**src/rtl/irq_trap_sequencer.sv**
```systemverilog
// -----------------------------------------------------------------------------
// irq_trap_sequencer
//
// Machine-mode interrupt sequencer for the 3-stage RV32I core
// (fetch / decode-execute / memory-writeback).
//
// It owns the free-running mtime counter and the mtimecmp register. It also
// synchronises the asynchronous external interrupt line. When an enabled
// source is pending, it waits for a safe decode-execute slot and then issues
// a one-cycle trap-entry strobe. The strobe carries mcause/mepc to the CSR
// file. In the same cycle it flushes IR_D and releases the fetch hold. The
// handler is treated as in progress until an mret retires.
//
// Ports:
//   clk          core clock
//   reset        synchronous, active-high reset
//   ext_irq      raw external interrupt (level, asynchronous to clk)
//   mstatus_mie  global interrupt enable
//   mie_meie     external interrupt enable
//   mie_mtie     timer interrupt enable
//   cmp_wr       mtimecmp write strobe
//   cmp_wdata    mtimecmp write data
//   pc_d         PC of the instruction in decode-execute
//   valid_d      decode-execute holds a real instruction
//   stall        hazard-unit stall this cycle
//   br_taken     branch/jump redirect this cycle
//   mret_e       mret in memory-writeback this cycle
//   intr_req     one-cycle trap-entry strobe
//   intr_cause   mcause value (valid while intr_req=1, else 0)
//   epc          mepc value (valid while intr_req=1, else 0)
//   flush        zero IR_D this cycle
//   hold_fetch   freeze PC / IR_D update
//   irq_active   handler in progress
//   mtime        current timer value
//
// All control outputs are decoded only from registered state, so they carry
// no combinational path from the inputs.
// -----------------------------------------------------------------------------
module irq_trap_sequencer #(
    parameter int          SYNC_STAGES = 2,
    parameter logic [31:0] CMP_RESET   = 32'hFFFF_FFFF,
    parameter logic [31:0] CAUSE_EXT   = 32'h8000_000B,
    parameter logic [31:0] CAUSE_TMR   = 32'h8000_0007,
    // mtime starting value after reset.
    parameter logic [31:0] MTIME_INIT  = 32'h0000_0000
) (
    input  logic        clk,
    input  logic        reset,
    input  logic        ext_irq,
    input  logic        mstatus_mie,
    input  logic        mie_meie,
    input  logic        mie_mtie,
    input  logic        cmp_wr,
    input  logic [31:0] cmp_wdata,
    input  logic [31:0] pc_d,
    input  logic        valid_d,
    input  logic        stall,
    input  logic        br_taken,
    input  logic        mret_e,
    output logic        intr_req,
    output logic [31:0] intr_cause,
    output logic [31:0] epc,
    output logic        flush,
    output logic        hold_fetch,
    output logic        irq_active,
    output logic [31:0] mtime
);

    typedef enum logic [1:0] {
        IDLE      = 2'd0,
        WAIT_SLOT = 2'd1,
        TRAP      = 2'd2,
        HANDLER   = 2'd3
    } state_t;

    // External interrupt wins over the timer when both are taken together.
    function automatic logic [31:0] select_cause(input logic ext_sel);
        logic [31:0] cause_v;
        if (ext_sel) begin
            cause_v = CAUSE_EXT;
        end else begin
            cause_v = CAUSE_TMR;
        end
        return cause_v;
    endfunction

    state_t                 state_r;
    state_t                 state_s;
    logic [31:0]            mtime_r;
    logic [31:0]            mtimecmp_r;
    logic [SYNC_STAGES-1:0] sync_r;
    logic [31:0]            cause_r;
    logic [31:0]            epc_r;

    logic                   tmr_pend_s;
    logic                   ext_pend_s;
    logic                   take_ext_s;
    logic                   take_tmr_s;
    logic                   any_s;
    logic                   slot_ok_s;
    logic                   latch_s;

    logic                   intr_req_s;
    logic                   flush_s;
    logic                   hold_fetch_s;
    logic                   irq_active_s;
    logic [31:0]            intr_cause_s;
    logic [31:0]            epc_s;

    // Pending / enable qualification and safe-slot detection.
    assign tmr_pend_s = (mtime_r >= mtimecmp_r);
    assign ext_pend_s = sync_r[SYNC_STAGES-1];
    assign take_ext_s = ext_pend_s & mie_meie & mstatus_mie;
    assign take_tmr_s = tmr_pend_s & mie_mtie & mstatus_mie;
    assign any_s      = take_ext_s | take_tmr_s;
    assign slot_ok_s  = valid_d & ~stall & ~br_taken;

    // Free-running machine timer; wraps naturally at 32 bits.
    always_ff @(posedge clk) begin
        if (reset) begin
            mtime_r <= MTIME_INIT;
        end else begin
            mtime_r <= mtime_r + 32'd1;
        end
    end

    // mtimecmp register; a write takes effect for the compare from the next cycle.
    always_ff @(posedge clk) begin
        if (reset) begin
            mtimecmp_r <= CMP_RESET;
        end else if (cmp_wr) begin
            mtimecmp_r <= cmp_wdata;
        end else begin
            mtimecmp_r <= mtimecmp_r;
        end
    end

    // Multi-flop synchroniser for the asynchronous external interrupt line.
    always_ff @(posedge clk) begin
        if (reset) begin
            sync_r <= {SYNC_STAGES{1'b0}};
        end else begin
            sync_r <= {sync_r[SYNC_STAGES-2:0], ext_irq};
        end
    end

    // Sequencer state register.
    always_ff @(posedge clk) begin
        if (reset) begin
            state_r <= IDLE;
        end else begin
            state_r <= state_s;
        end
    end

    // Cause/epc capture at the moment the trap is committed. The values are
    // frozen through TRAP and HANDLER even if the sources change.
    always_ff @(posedge clk) begin
        if (reset) begin
            cause_r <= 32'h0000_0000;
            epc_r   <= 32'h0000_0000;
        end else if (latch_s) begin
            cause_r <= select_cause(take_ext_s);
            epc_r   <= pc_d;
        end else begin
            cause_r <= cause_r;
            epc_r   <= epc_r;
        end
    end

    // Next-state logic and Moore output decode from the registered state.
    always_comb begin
        state_s      = state_r;
        latch_s      = 1'b0;
        intr_req_s   = 1'b0;
        flush_s      = 1'b0;
        hold_fetch_s = 1'b0;
        irq_active_s = 1'b0;
        intr_cause_s = 32'h0000_0000;
        epc_s        = 32'h0000_0000;
        case (state_r)
            IDLE: begin
                if (any_s) begin
                    state_s = WAIT_SLOT;
                end else begin
                    state_s = IDLE;
                end
            end
            WAIT_SLOT: begin
                hold_fetch_s = 1'b1;
                // If the source is withdrawn or disabled before a slot opens, no trap is taken.
                if (!any_s) begin
                    state_s = IDLE;
                end else if (slot_ok_s) begin
                    state_s = TRAP;
                    latch_s = 1'b1;
                end else begin
                    state_s = WAIT_SLOT;
                end
            end
            TRAP: begin
                intr_req_s   = 1'b1;
                flush_s      = 1'b1;
                intr_cause_s = cause_r;
                epc_s        = epc_r;
                state_s      = HANDLER;
            end
            HANDLER: begin
                irq_active_s = 1'b1;
                // No nesting. Any pending source is re-evaluated only after
                // returning to IDLE, so there is at least one IDLE cycle
                // between handlers.
                if (mret_e) begin
                    state_s = IDLE;
                end else begin
                    state_s = HANDLER;
                end
            end
            default: begin
                state_s = IDLE;
            end
        endcase
    end

    assign intr_req   = intr_req_s;
    assign flush      = flush_s;
    assign hold_fetch = hold_fetch_s;
    assign irq_active = irq_active_s;
    assign intr_cause = intr_cause_s;
    assign epc        = epc_s;
    assign mtime      = mtime_r;

endmodule

```
**config.mk**
```make
export PLATFORM = sky130hd
export DESIGN_NAME = irq_trap_sequencer
export DESIGN_NICKNAME = d
export VERILOG_FILES = /design/src/rtl/irq_trap_sequencer.sv
export SDC_FILE = /design/constraint.sdc
export NUM_CORES = 1
export LEC_CHECK = 0
export BUFFER_PORTS_ARGS = -buffer_cell sky130_fd_sc_hd__buf_2
export CORE_MARGIN = 10
export CORE_UTILIZATION = 46
export DETAILED_ROUTE_END_ITERATION = 7
export PLACE_DENSITY = 0.81
export SYNTH_ARGS = -nofsm -noshare
export SYNTH_HDL_FRONTEND = slang
export SYNTH_SLANG_ARGS = --single-unit
export TNS_END_PERCENT = 10
```
**constraint.sdc**
```tcl
create_clock -name clk -period 2.6 [get_ports clk]
set_input_delay 0.26 -clock clk [delete_from_list [all_inputs] [get_ports clk]]
set_output_delay 0.26 -clock clk [all_outputs]
set_load 0.02 [all_outputs]
```
==> run summary, run 1 <==
The flow ran to the end, and the final reports show no timing, DRC or antenna violations. In this run the remaining antenna-violating nets after routing total 0. The synthesized netlist devotes 9.88% of its cell area to compound gates. TritonCTS built the clock tree. From synthesis to final layout, the design area changed by 22.6%. Dividing the detail-routed wire length by the instance count gives 14.7 um. The clock period could shrink to 2.60 ns.

Averaged over all synthesized cells, the footprint is 8.55 um2. The tools report the post-route core utilization as 58.4%. The kind of critical path is flip-flop to flip-flop. The cell depth of the worst min-delay path is 3.

sky130_fd_sc_hd__nand2_1 is the most common cell in the netlist. The tools report the routability-driven placement congestion ratio as 0.807. The area share of the largest cell type after synthesis works out to 39.2%. The worst setup path is captured at a flip-flop.

The die is 127 um wide. For the pin with the worst max-slew slack, the measured transition is 0.649 ns. The die covers 16100 um2. Global routing finished with a remaining overflow of 0. The number of remaining DRC errors is 0, and the number of standard cells after synthesis is 615. The run gives 906 as the final standard cell count with taps included and fillers excluded. Setup repair after global routing could not meet its margin everywhere. The adder-cell share of the synthesized area was 7.85%. The CTS root buffer is sky130_fd_sc_hd__clkbuf_16. The cell taking the most area after synthesis is sky130_fd_sc_hd__dfxtp_1. During placement, the flow inserted port buffers numbering 147. Summing all flip-flop and latch instances after layout gives 2070 um2.

Counting flops and latches in the post-synthesis netlist gives 103. Fill cells in the final layout number 1002. Number of antenna violations at the first check in global routing: 0.

The startpoint identified for the worst hold timing path is cmp_wdata[10]. Entering global routing, the biggest net connects 38 pins. The clock slew at the register clock pins of the worst setup and hold paths works out to 0.08 ns. For this run, the top clock speed supported by timing is 0.385 GHz.

After synthesis, the share of cell area in mux cells is 6.28%. The reported leakage power was 3.41 nW; the number of levels in the clock H-tree was 3. The wire length of the first global-routing pass is 21500 um. The number of iterations in the first detailed-routing pass came out at 4. Along the worst path, the maximum fanout reaches 10. Worst hold path endpoint: mtimecmp_r[10].

During synthesis, Yosys emitted a total of 0 warnings. The number of sinks driven by the clock tree was 103. For the number of endpoints with negative hold slack in the final report, the log shows 0.

By area the synthesized netlist is led by sky130_fd_sc_hd__dfxtp_1 (39%), sky130_fd_sc_hd__nand2_1 (8.6%), sky130_fd_sc_hd__ha_1 (7.9%). The worst reg-to-reg path cell count came out at 9. The net count of the finished layout is 869. The later pin in the worst-skew pair is clocked with a latency of 0.34 ns. Once the floorplan was initialized, standard cells occupied 47.7% of the core. The run gives 4394 as the via count of the first global-routing pass. The clock passes through at most 2 buffers. After synthesis, flip-flops and latches occupy 39.2% of the total area. In this run the register-to-register setup slack is 0.004 ns. The run gives 38 as the number of cell rows. Detailed routing inserted a total of 4489 vias.

Total global routing track utilization: 15.9%. The multi-input combinational cells in the finished layout cover a total of 2810 um2. The startpoint identified for the worst register-to-register timing path is mtimecmp_r[0]. The simple-gate area share of the yosys netlist came out at 22.4%. The netlist uses 45 different library cells. The final number of setup-violating endpoints is 0. The synthesized netlist occupies a cell area of 5260 um2. Buffers added to address setup during post-CTS repair amount to 0.

The worst min-delay path category is input pin to flip-flop. STA classifies the critical path startpoint as a flip-flop. The number of enable flip-flop cells after synthesis came out at 0. The violation count after the first detailed-route iteration came out at 231.

Of the available clock period, the critical path in the final layout requires 99.9%. After synthesis, the largest family of logic cells by area is simple AND/OR/NAND/NOR gates. Counting flops with an async set or reset pin after synthesis yields a share of 0%. Headroom to the max-slew limit came out at 56.3%.

The routed design has 13300 um of wire. In the routed layout, each cell is associated on average with a via count of 4.95. The worst-case IR drop observed on VDD is 0.000310 V. Capturing point of the worst reg2reg path: epc_r[12]. For the max-slew violation count, the log shows 0. The arrival time at the worst endpoint came out at 2.85 ns.

During I/O placement, the number of pins put on the boundary was 175. In this run the standard cell core region covers 11000 um2. The y dimension of the die was 127 um; the final setup skew was 0.0132 ns. Counting instances in the post-synthesis netlist gives the leading cell types as sky130_fd_sc_hd__nand2_1 (120), sky130_fd_sc_hd__dfxtp_1 (103), sky130_fd_sc_hd__and2_1 (38), sky130_fd_sc_hd__nor2_1 (38), sky130_fd_sc_hd__inv_1 (35). For this run, the leading register cell type out of synthesis is sky130_fd_sc_hd__dfxtp_1. Counting tap cells, the placed design contains a total of 888 instances. The max capacitance violation total is 0. After Yosys synthesis, XOR and XNOR cells account for 4.33% of the synthesized area. The number of clock buffers added by TritonCTS is 9. Of the cells placed in the final design, the portion with a size suffix greater than 1 is 26.0%. The power density over cell area was 511 nW/um2.

After legalization and detailed placement, the total HPWL measured 10300 um. At the worst endpoint, the required time is 2.85 ns. The repair_antennas step left the layout with diodes totalling 0.
layer usage:
metal / up-vias / track usage [%] / share of wire, %
li1: 2289 / - / -
met1: 2039 / 18.8 / 44
met2: 152 / 26.6 / 47
met3: 9 / 6.37 / 9.0
met4: 0 / 2.88 / 0.86
met5: - / 0 / 0
layout by cell type (no fill, tap or decap), drive strengths merged, types with 5 or more instances in the layout:
| cell | count |
|---|---|
| a21oi | 17 |
| and2 | 38 |
| and3 | 6 |
| buf | 167 |
| clkbuf | 10 |
| conb | 27 |
| dfxtp | 103 |
| ha | 33 |
| inv | 40 |
| mux2i | 33 |
| nand2 | 120 |
| nand3 | 15 |
| nand4 | 8 |
| nor2 | 38 |
| nor2b | 6 |
| nor4 | 5 |
| o211ai | 32 |
| o21ai | 12 |
| xnor2 | 9 |
| xor2 | 17 |
sequential cells by signal, summed over array words and instances, names as in the netlist:
name / count
mtimecmp_r: 32
sync_r: 2
epc_r: 32
state_r: 2
cause_r: 3
mtime: 32
power breakdown:
group          switching, W  leakage (nW)  internal (W)
Sequential        0.0000138         0.840       0.00162
Combinational      0.000179          2.41      0.000113
Clock              0.000612         0.151      0.000758
Total              0.000805          3.41       0.00249
per-stage QoR:
step	hold slack [ns]	setup WS [ns]	instance area, um2	total power, W	setup TNS, ns
floorplan	0.388	0.0165	5360	0.00188	0
global placement	0.423	0.000999	6050	0.00194	0
detailed placement	0.428	-0.0889	6050	0.00195	-0.812
CTS	0.120	0.0160	6390	0.00332	0
global route	0.139	-0.0892	6440	0.00343	-0.558
finish	0.128	0.00388	6440	0.00329	0
worst max-delay path by stage:
stage / cells past startpoint / endpoint / slack (ns) / startpoint
after floorplan: 11 / epc_r[0] / 0.02 / mtime[0]
after global placement: 10 / epc_r[8] / 0.001 / mtime[0]
after detailed placement: 10 / epc_r[8] / -0.09 / mtime[0]
after CTS: 10 / epc_r[25] / 0.02 / mtime[0]
after global routing: 9 / epc_r[12] / -0.09 / mtimecmp_r[0]
final: 9 / epc_r[12] / 0.004 / mtimecmp_r[0]
cells by family (layout without fill, tap and decap cells):
kind of cell               after synthesis  in the layout
AOI/OAI and AO/OA                       75             75
buffers and inverters                   95            220
muxes                                   33             33
and+or+nand+nor                        249            249
adders and majority gates               33             33
other                                    1             27
DFF                                    103            103
xor gates and xnor gates                26             26
worst max-delay path, stage by stage, from the launching register on:
cell and delay, ns:
sky130_fd_sc_hd__dfxtp_1 0.41, sky130_fd_sc_hd__ha_4 0.22, sky130_fd_sc_hd__nand2b_4 0.14, sky130_fd_sc_hd__a2111oi_4 0.31, sky130_fd_sc_hd__nor4_2 0.06, sky130_fd_sc_hd__or4_4 0.51
sky130_fd_sc_hd__a21oi_4 0.16, sky130_fd_sc_hd__o221a_4 0.30, sky130_fd_sc_hd__buf_12 0.17, sky130_fd_sc_hd__mux2i_1 0.23
cell type report:
cell class,count,share of cell area [%]
timing repair buffer,168,14.8
tap,140,2.72
multi-input combinational,443,43.6
sequential,103,32.1
inverter,36,2.10
clock inverter,7,1.18
clock buffer,9,3.50
what timing repair did:
item,CTS,global route
hold buffers,0,0
pin swaps,4,0
resized for setup,3,5
endpoints found under the setup margin,33,24
cloned,1,1
Power figures use the tool's default switching activity.
==> inputs of run 2 (changes only) <==
--- a/config.mk
+++ b/config.mk
@@ -5,7 +5,7 @@
 export SDC_FILE = /design/constraint.sdc
 export NUM_CORES = 1
 export LEC_CHECK = 0
-export BUFFER_PORTS_ARGS = -buffer_cell sky130_fd_sc_hd__buf_2
+export BUFFER_PORTS_ARGS = -buffer_cell sky130_fd_sc_hd__buf_4
 export CORE_MARGIN = 10
 export CORE_UTILIZATION = 46
 export DETAILED_ROUTE_END_ITERATION = 7
==> run 2 against run 1 <==
The run now ends with setup timing left. Via count up 2.9%. Combinational power grew 12%. Wire length increased by 7.3%. Worst hold slack better by 0.011 ns. Global-route usage up 0.45 points. Design area grew 5.8%.
==> run summary, run 2 (synthesized netlist as in run 1, its figures left out) <==
The run finished, with violations left. The final reports fail on setup timing. Overall power consumption: 0.00322 W (was 0.00329 W).

The worst reg-to-reg path cell count came out at 10 (was 9). Smallest setup slack after layout: -0.00759 ns (was 0.00388 ns). The total clock buffers created by CTS came out at 9 (unchanged). Highest-count cells in the layout ignoring fill and taps: sky130_fd_sc_hd__buf_4 (159), sky130_fd_sc_hd__nand2_1 (120), sky130_fd_sc_hd__dfxtp_1 (100) (was sky130_fd_sc_hd__buf_2 (147), sky130_fd_sc_hd__nand2_1 (120), sky130_fd_sc_hd__dfxtp_1 (101)). The tools report the minimum setup slack among reg-to-reg paths as -0.008 ns (was 0.004 ns). The wire length per cell works out to 15.8 um (was 14.7 um). The critical path data required time was 2.85 ns (about the same); the portion of the clock cycle consumed by the worst path in the final layout was 100% (was 99.9%). The die width was 127 um (unchanged); the setup TNS was -0.00759 ns (was 0 ns). Kind of end point of the critical path: a flip-flop (unchanged). Commonest non-fill, non-tap cell in the layout: sky130_fd_sc_hd__buf_4 (was sky130_fd_sc_hd__buf_2).

The fraction of final layout cells with drive strength greater than 1 is 25.7% (was 26.0%), and the count of input and output buffers is 147 (unchanged). The post-detailed-route count of antenna-violating nets was 0 (unchanged); the violation count after the first detailed-route iteration was 340 (was 231). The tools report the internal power contribution as 0.00244 W (was 0.00249 W). The final critical path time including I/O delays and setup is 2.61 ns (was 2.60 ns). The sequential group share of total power was 50.6% (was 49.5%). TritonCTS built the clock tree.

The tools report the total wirelength of the detailed-routed design as 14300 um (was 13300 um). Max capacitance violation total: 0 (unchanged). The number of buffers on the longest clock path is 2 (unchanged), and the total inserted antenna cells is 0 (unchanged). Worst ir drop on vdd: 0.000450 V (was 0.000310 V). The run gives 4620 (was 4489) as the via count. Wire length of the first global-routing pass: 22300 um (was 21500 um). Net load switching power: 0.000780 W (was 0.000805 W). The tools report the capturing point of the worst reg2reg path as epc_r[23] (was epc_r[12]).

The worst-path maximum fanout is 8 (was 10), and the final number of setup-violating endpoints is 1 (was 0). The CTS root buffer was sky130_fd_sc_hd__clkbuf_16 (unchanged). The run gives 0 (unchanged) as the number of endpoints with negative hold slack in the final report. The area enclosed by the die boundary is 16100 um2 (unchanged). The area overhead of the layout relative to synthesis came out at 29.6% (was 22.6%).

Routability-driven placement congestion ratio: 0.854 (was 0.807). The clock slew at the register clock pins of the worst setup and hold paths works out to 0.07 ns (was 0.08 ns). The launching element type of the critical path was a flip-flop (unchanged). The run gives 10.2% (was 8.9%) as the combinational fraction of design power.

Setup repair after global routing could not meet its margin everywhere. Number of placed I/O pins: 175 (unchanged). The number of levels in the clock H-tree is 3 (unchanged).

The switching power as a share of total power is 24.2% (was 24.5%), and the via-per-instance ratio is 5.12 (was 4.95). Number of sinks driven by the clock tree: 103 (unchanged). The reported leakage power was 3.45 nW (was 3.41 nW); the y dimension of the die was 127 um (unchanged). The clock network power share is 39.2% (was 41.6%).

The kind of critical path was flip-flop to flip-flop (unchanged). The tools report the initial cell density of the core as 47.7% (unchanged). The logs give 73 (was 38) for the maximum number of pins on one net before global-route repair and 11000 um2 (unchanged) for the area of the core. The tools report the total global routing track utilization as 16.3% (was 15.9%).

The number of fill cells was 947 (was 1002); the number of remaining DRC errors was 0 (unchanged). The number of iterations in the first detailed-routing pass is 4 (unchanged). The run gives 0.383 GHz (was 0.385 GHz) as the maximum operating frequency. The run gives 0 (unchanged) as the number of antenna violations at the first check in global routing. The power density over cell area came out at 473 nW/um2 (was 511 nW/um2). The run gives 0 (unchanged) as the max-slew violation count.

The final setup skew is 0.00966 ns (was 0.0132 ns), and the actual transition at the worst max-transition pin is 0.648 ns (was 0.649 ns). The tools report the insertion delay to the later sink of the worst-skew pair as 0.34 ns (about the same). Worst min-delay path category: input pin to flip-flop (unchanged). The logs give 4592 (was 4394) for the via count of the first global-routing pass and 10700 um (was 10300 um) for the detailed placement HPWL.

Arrival time at the worst endpoint: 2.86 ns (was 2.85 ns). The launching point of the worst reg2reg path was mtime[0] (was mtimecmp_r[0]). The total congestion overflow came out at 0 (unchanged). The tools report the endpoint of the worst setup timing path as epc_r[23] (was epc_r[12]). The tools report the beginning of the critical path as mtime[0] (was mtimecmp_r[0]). The run gives 38 (unchanged) as the number of cell rows.

The run gives 866 (was 869) as the post-layout net count. The hold-fix buffer count after cts is 0 (unchanged), and the tightest slew margin relative to the limit is 56.4% (was 56.3%).
## run 2: stage by stage
step                std cells  setup slack (ns)  area, um2  utilization, %  hold WS [ns]
finish                    903          -0.00759       6820            61.8         0.139
global route              903            -0.121       6820            61.8         0.140
CTS                       900           0.00987       6710            60.9         0.134
detailed placement        883           -0.0886       6380            57.8         0.429
global placement          883           -0.0234       6380            57.8         0.434
floorplan                 641            0.0165       5360               -         0.388
## run 2: worst min-delay path by stage
| stage | from | to | cells past startpoint |
|---|---|---|---|
| 3_5_place_dp | sync_r[0] | sync_r[1] | 1 |
| 4_1_cts | cmp_wdata[12] | mtimecmp_r[12] | 3 |
| 2_1_floorplan | ext_irq | sync_r[0] | 1 |
| 6_report | cmp_wdata[12] | mtimecmp_r[12] | 3 |
| 5_1_grt | cmp_wdata[10] | mtimecmp_r[10] | 3 |
| 3_3_place_gp | sync_r[0] | sync_r[1] | 1 |
## run 2: layout make-up
class                      count  area, um2  share of cell area (%)
clock buffer                  12        246                    3.62
clock inverter                 4       30.0                   0.441
inverter                      36        138                    2.02
multi-input combinational    443       2820                    41.4
sequential                   103       2070                    30.3
tap                          140        175                    2.57
timing repair buffer         165       1340                    19.6
## run 2: timing repair
action,in CTS,in global routing
cloned,1,3
setup buffers,0,0
gates resized for setup,5,6
setup endpoints to repair,33,32
pin swaps,1,6
## run 2: power by group through the flow
stage	combinational, W	clock, W	sequential (W)
finish	0.000328	0.00126	0.00163
CTS	0.000324	0.00129	0.00163
floorplan	0.000212	0	0.00167
detailed placement	0.000319	0	0.00167
global route	0.000364	0.00136	0.00163
global placement	0.000309	0	0.00166
## run 2: routing by layer
metal / vias to the layer above / part of all wire [%] / global-route usage, %
li1: 2285 / - / -
met1: 2144 / 43 / 19.7
met2: 174 / 48 / 27.6
met3: 17 / 7.8 / 4.71
met4: 0 / 1.3 / 4.49
met5: - / 0 / 0
## run 2: critical path, cell delays in order (launching register included)
cell and delay (ns):
sky130_fd_sc_hd__dfxtp_4 0.36, sky130_fd_sc_hd__inv_4 0.03, sky130_fd_sc_hd__ha_4 0.19, sky130_fd_sc_hd__nand2b_4 0.14, sky130_fd_sc_hd__a2111oi_4 0.29, sky130_fd_sc_hd__nor4_2 0.06
sky130_fd_sc_hd__or4_4 0.57, sky130_fd_sc_hd__a21oi_4 0.16, sky130_fd_sc_hd__o221a_4 0.32, sky130_fd_sc_hd__clkbuf_16 0.20, sky130_fd_sc_hd__mux2i_1 0.20
==> inputs of run 3 (changes only) <==
--- a/config.mk
+++ b/config.mk
@@ -7,9 +7,9 @@
 export LEC_CHECK = 0
 export BUFFER_PORTS_ARGS = -buffer_cell sky130_fd_sc_hd__buf_4
 export CORE_MARGIN = 10
-export CORE_UTILIZATION = 46
+export CORE_UTILIZATION = 39
 export DETAILED_ROUTE_END_ITERATION = 7
-export PLACE_DENSITY = 0.81
+export PLACE_DENSITY = 0.71
 export SYNTH_ARGS = -nofsm -noshare
 export SYNTH_HDL_FRONTEND = slang
 export SYNTH_SLANG_ARGS = --single-unit
==> run 3 against run 2 <==
The run now ends clean. Total power is 1.6% higher. Flip-flop and latch count unchanged. Non-clock buffer count rose by 11. Register-to-register slack is essentially flat. Critical path depth up 1. Critical endpoint is now epc_r[5]. Largest power group unchanged.
==> run summary, run 3 (synthesized netlist as in run 1, its figures left out) <==
The number of levels in the clock H-tree came out at 3 (unchanged). The kind of critical path is flip-flop to flip-flop (unchanged). For the total global routing track utilization, the log shows 14.7% (was 16.3%). The run finished with clean final reports.

Cell Chain, Critical Path: inv_2 > ha_4 > nand2b_4 > a2111oi_4 > nor4_1 > or4_4 > a21oi_4 > o221a_4 > buf_6 > buf_16 > mux2i_1 (was inv_4 > ha_4 > nand2b_4 > a2111oi_4 > nor4_2 > or4_4 > a21oi_4 > o221a_4 > clkbuf_16 > mux2i_1). The wire length per cell works out to 14.7 um (was 15.8 um). The launching element type of the critical path is a flip-flop (unchanged).

The run gives 175 (unchanged) as the number of placed I/O pins. The tools report the minimum setup slack among reg-to-reg paths as 0.002 ns (was -0.008 ns). The area overhead of the layout relative to synthesis is 31.1% (was 29.6%). Kind of end point of the critical path: a flip-flop (unchanged). The worst-path maximum fanout came out at 5 (was 8).

Maximum number of pins on one net before global-route repair: 68 (was 73). The run gives 42 (was 38) as the number of cell rows. Max-slew violation count: 0 (unchanged). The logs give 237 (was 340) for the violation count after the first detailed-route iteration and 6890 um2 (was 6820 um2) for the final instance area. Highest-count cells in the layout ignoring fill and taps: sky130_fd_sc_hd__buf_4 (169), sky130_fd_sc_hd__nand2_1 (120), sky130_fd_sc_hd__dfxtp_1 (100) (was sky130_fd_sc_hd__buf_4 (159), sky130_fd_sc_hd__nand2_1 (120), sky130_fd_sc_hd__dfxtp_1 (100)). The final number of setup-violating endpoints was 0 (was 1). The family with the most delay on the worst path was simple AND/OR/NAND/NOR gates (unchanged). The capturing point of the worst reg2reg path was epc_r[5] (was epc_r[23]).

The total wirelength of the detailed-routed design is 14000 um (was 14300 um). The tightest slew margin relative to the limit was 54.2% (was 56.4%); the worst reg-to-reg path cell count was 11 (was 10). The number of remaining DRC errors came out at 0 (unchanged).

The detailed placement HPWL was 10600 um (was 10700 um); the number of buffers on the longest clock path was 2 (unchanged). The cell depth of the worst min-delay path was 3 (unchanged); the setup TNS was 0 ns (was -0.00759 ns). The maximum operating frequency is 0.385 GHz (was 0.383 GHz), and the worst ir drop on vdd is 0.000249 V (was 0.000450 V).

The via count was 4460 (was 4620); the via count of the first global-routing pass was 4343 (was 4592). The initial cell density of the core is 39.7% (was 47.7%), and the number of sinks driven by the clock tree is 103 (unchanged). The via-per-instance ratio is 4.70 (was 5.12). Setup repair after global routing could not meet its margin everywhere.

Max capacitance violation total: 0 (unchanged). CTS root buffer: sky130_fd_sc_hd__clkbuf_16 (unchanged). Commonest non-fill, non-tap cell in the layout: sky130_fd_sc_hd__buf_4 (unchanged). The logs give 18500 um2 (was 16100 um2) for the area enclosed by the die boundary and 0.35 ns (was 0.34 ns) for the insertion delay to the later sink of the worst-skew pair. Stage delay of the slowest cell on the critical path: 0.57 ns (about the same).

The y dimension of the die was 136 um (was 127 um); the total congestion overflow was 0 (unchanged). The final critical path time including I/O delays and setup is 2.60 ns (was 2.61 ns), and the reported leakage power is 3.48 nW (was 3.45 nW). The total cell area at the placement stage is 6520 um2 (was 6380 um2), and the number of buffer and inverter stages on the critical path is 3 (was 2).

The library cell contributing the largest single delay on the critical path is sky130_fd_sc_hd__or4_4 (unchanged). The die width works out to 136 um (was 127 um). The number of fill cells is 1277 (was 947). The post-layout net count was 877 (was 866); the fraction of final layout cells with drive strength greater than 1 was 26.4% (was 25.7%). Final setup skew: 0.0106 ns (was 0.00966 ns). Worst min-delay path category: input pin to flip-flop (unchanged). The clock slew at the register clock pins of the worst setup and hold paths was 0.07 ns (about the same); the number of iterations in the first detailed-routing pass was 4 (unchanged). The number of endpoints with negative hold slack in the final report came out at 0 (unchanged). The total inserted antenna cells is 0 (unchanged).

Area of the core: 13200 um2 (was 11000 um2). The power density over cell area was 475 nW/um2 (was 473 nW/um2). Actual transition at the worst max-transition pin: 0.680 ns (was 0.648 ns). The worst hold path endpoint is mtimecmp_r[10] (was mtimecmp_r[12]). Launching point of the worst reg2reg path: mtime[0] (unchanged).

The number of antenna violations at the first check in global routing was 0 (unchanged). Total clock buffers created by CTS: 9 (unchanged). The hold-fix buffer count after cts came out at 0 (unchanged). The run gives 0.780 (was 0.854) as the routability-driven placement congestion ratio.

The critical path data required time came out at 2.88 ns (was 2.85 ns). The tools report the start point of the worst hold path as cmp_wdata[10] (was cmp_wdata[12]). The count of input and output buffers is 147 (unchanged), and the portion of the clock cycle consumed by the worst path in the final layout is 99.9% (was 100%). TritonCTS built the clock tree.

The wire length of the first global-routing pass was 21900 um (was 22300 um); the post-detailed-route count of antenna-violating nets was 0 (unchanged). The arrival time at the worst endpoint was 2.88 ns (was 2.86 ns).
run 3: timing repair:
item	in CTS	in global routing
setup buffers	4	1
setup endpoints to repair	30	33
resized for setup	9	8
pin swaps	3	5
cloned	2	0
hold endpoints to repair	0	0
run 3: cell type report:
class                   instances  area [um2]  share of cell area, %
clock inverters                 4        47.5                  0.690
well taps                     176         220                   3.20
flip-flops and latches        103        2070                   30.0
multi-input cells             443        2810                   40.8
repair buffers                176        1380                   20.0
inverters                      36         135                   1.96
clock buffers                  11         233                   3.38
run 3: stage by stage:
stage          hold slack (ns)  power, W  cells  setup slack (ns)  utilization [%]
2_1_floorplan            0.388   0.00188    641            0.0165                -
3_3_place_gp             0.435   0.00198    931           -0.0246             49.2
3_5_place_dp             0.435   0.00198    931           -0.0791             49.2
4_1_cts                  0.112   0.00331    952            0.0145             52.3
5_1_grt                  0.119   0.00343    949            -0.122             52.0
6_report                 0.120   0.00327    949           0.00151             52.0
run 3: worst max path at each step:
stage,startpoint,endpoint,slack (ns),cells after the start
after floorplan,mtime[0],epc_r[0],0.02,11
after global placement,mtime[0],epc_r[10],-0.02,10
after detailed placement,mtime[0],epc_r[19],-0.08,10
after CTS,mtime[0],epc_r[23],0.01,11
after global routing,mtime[0],epc_r[16],-0.12,11
final,mtime[0],epc_r[5],0.002,11
run 3: layer usage:
metal / track usage, % / share of wire (%)
met1: 17.3 / 45
met5: 0 / 0
met3: 6.35 / 8.2
met4: 3.91 / 1.3
met2: 23.8 / 45
run 3: worst min-delay path: stages:
cell and delay (ns):
sky130_fd_sc_hd__buf_4 0.07, sky130_fd_sc_hd__nand2_1 0.04, sky130_fd_sc_hd__o211ai_1 0.06
run 3: where the power goes:
group	total [W]	switching (W)	internal, W
combinational	0.000323	0.000177	0.000146
clock	0.00132	0.000583	0.000739
sequential	0.00163	0.0000132	0.00162
total	0.00327	0.000773	0.00250
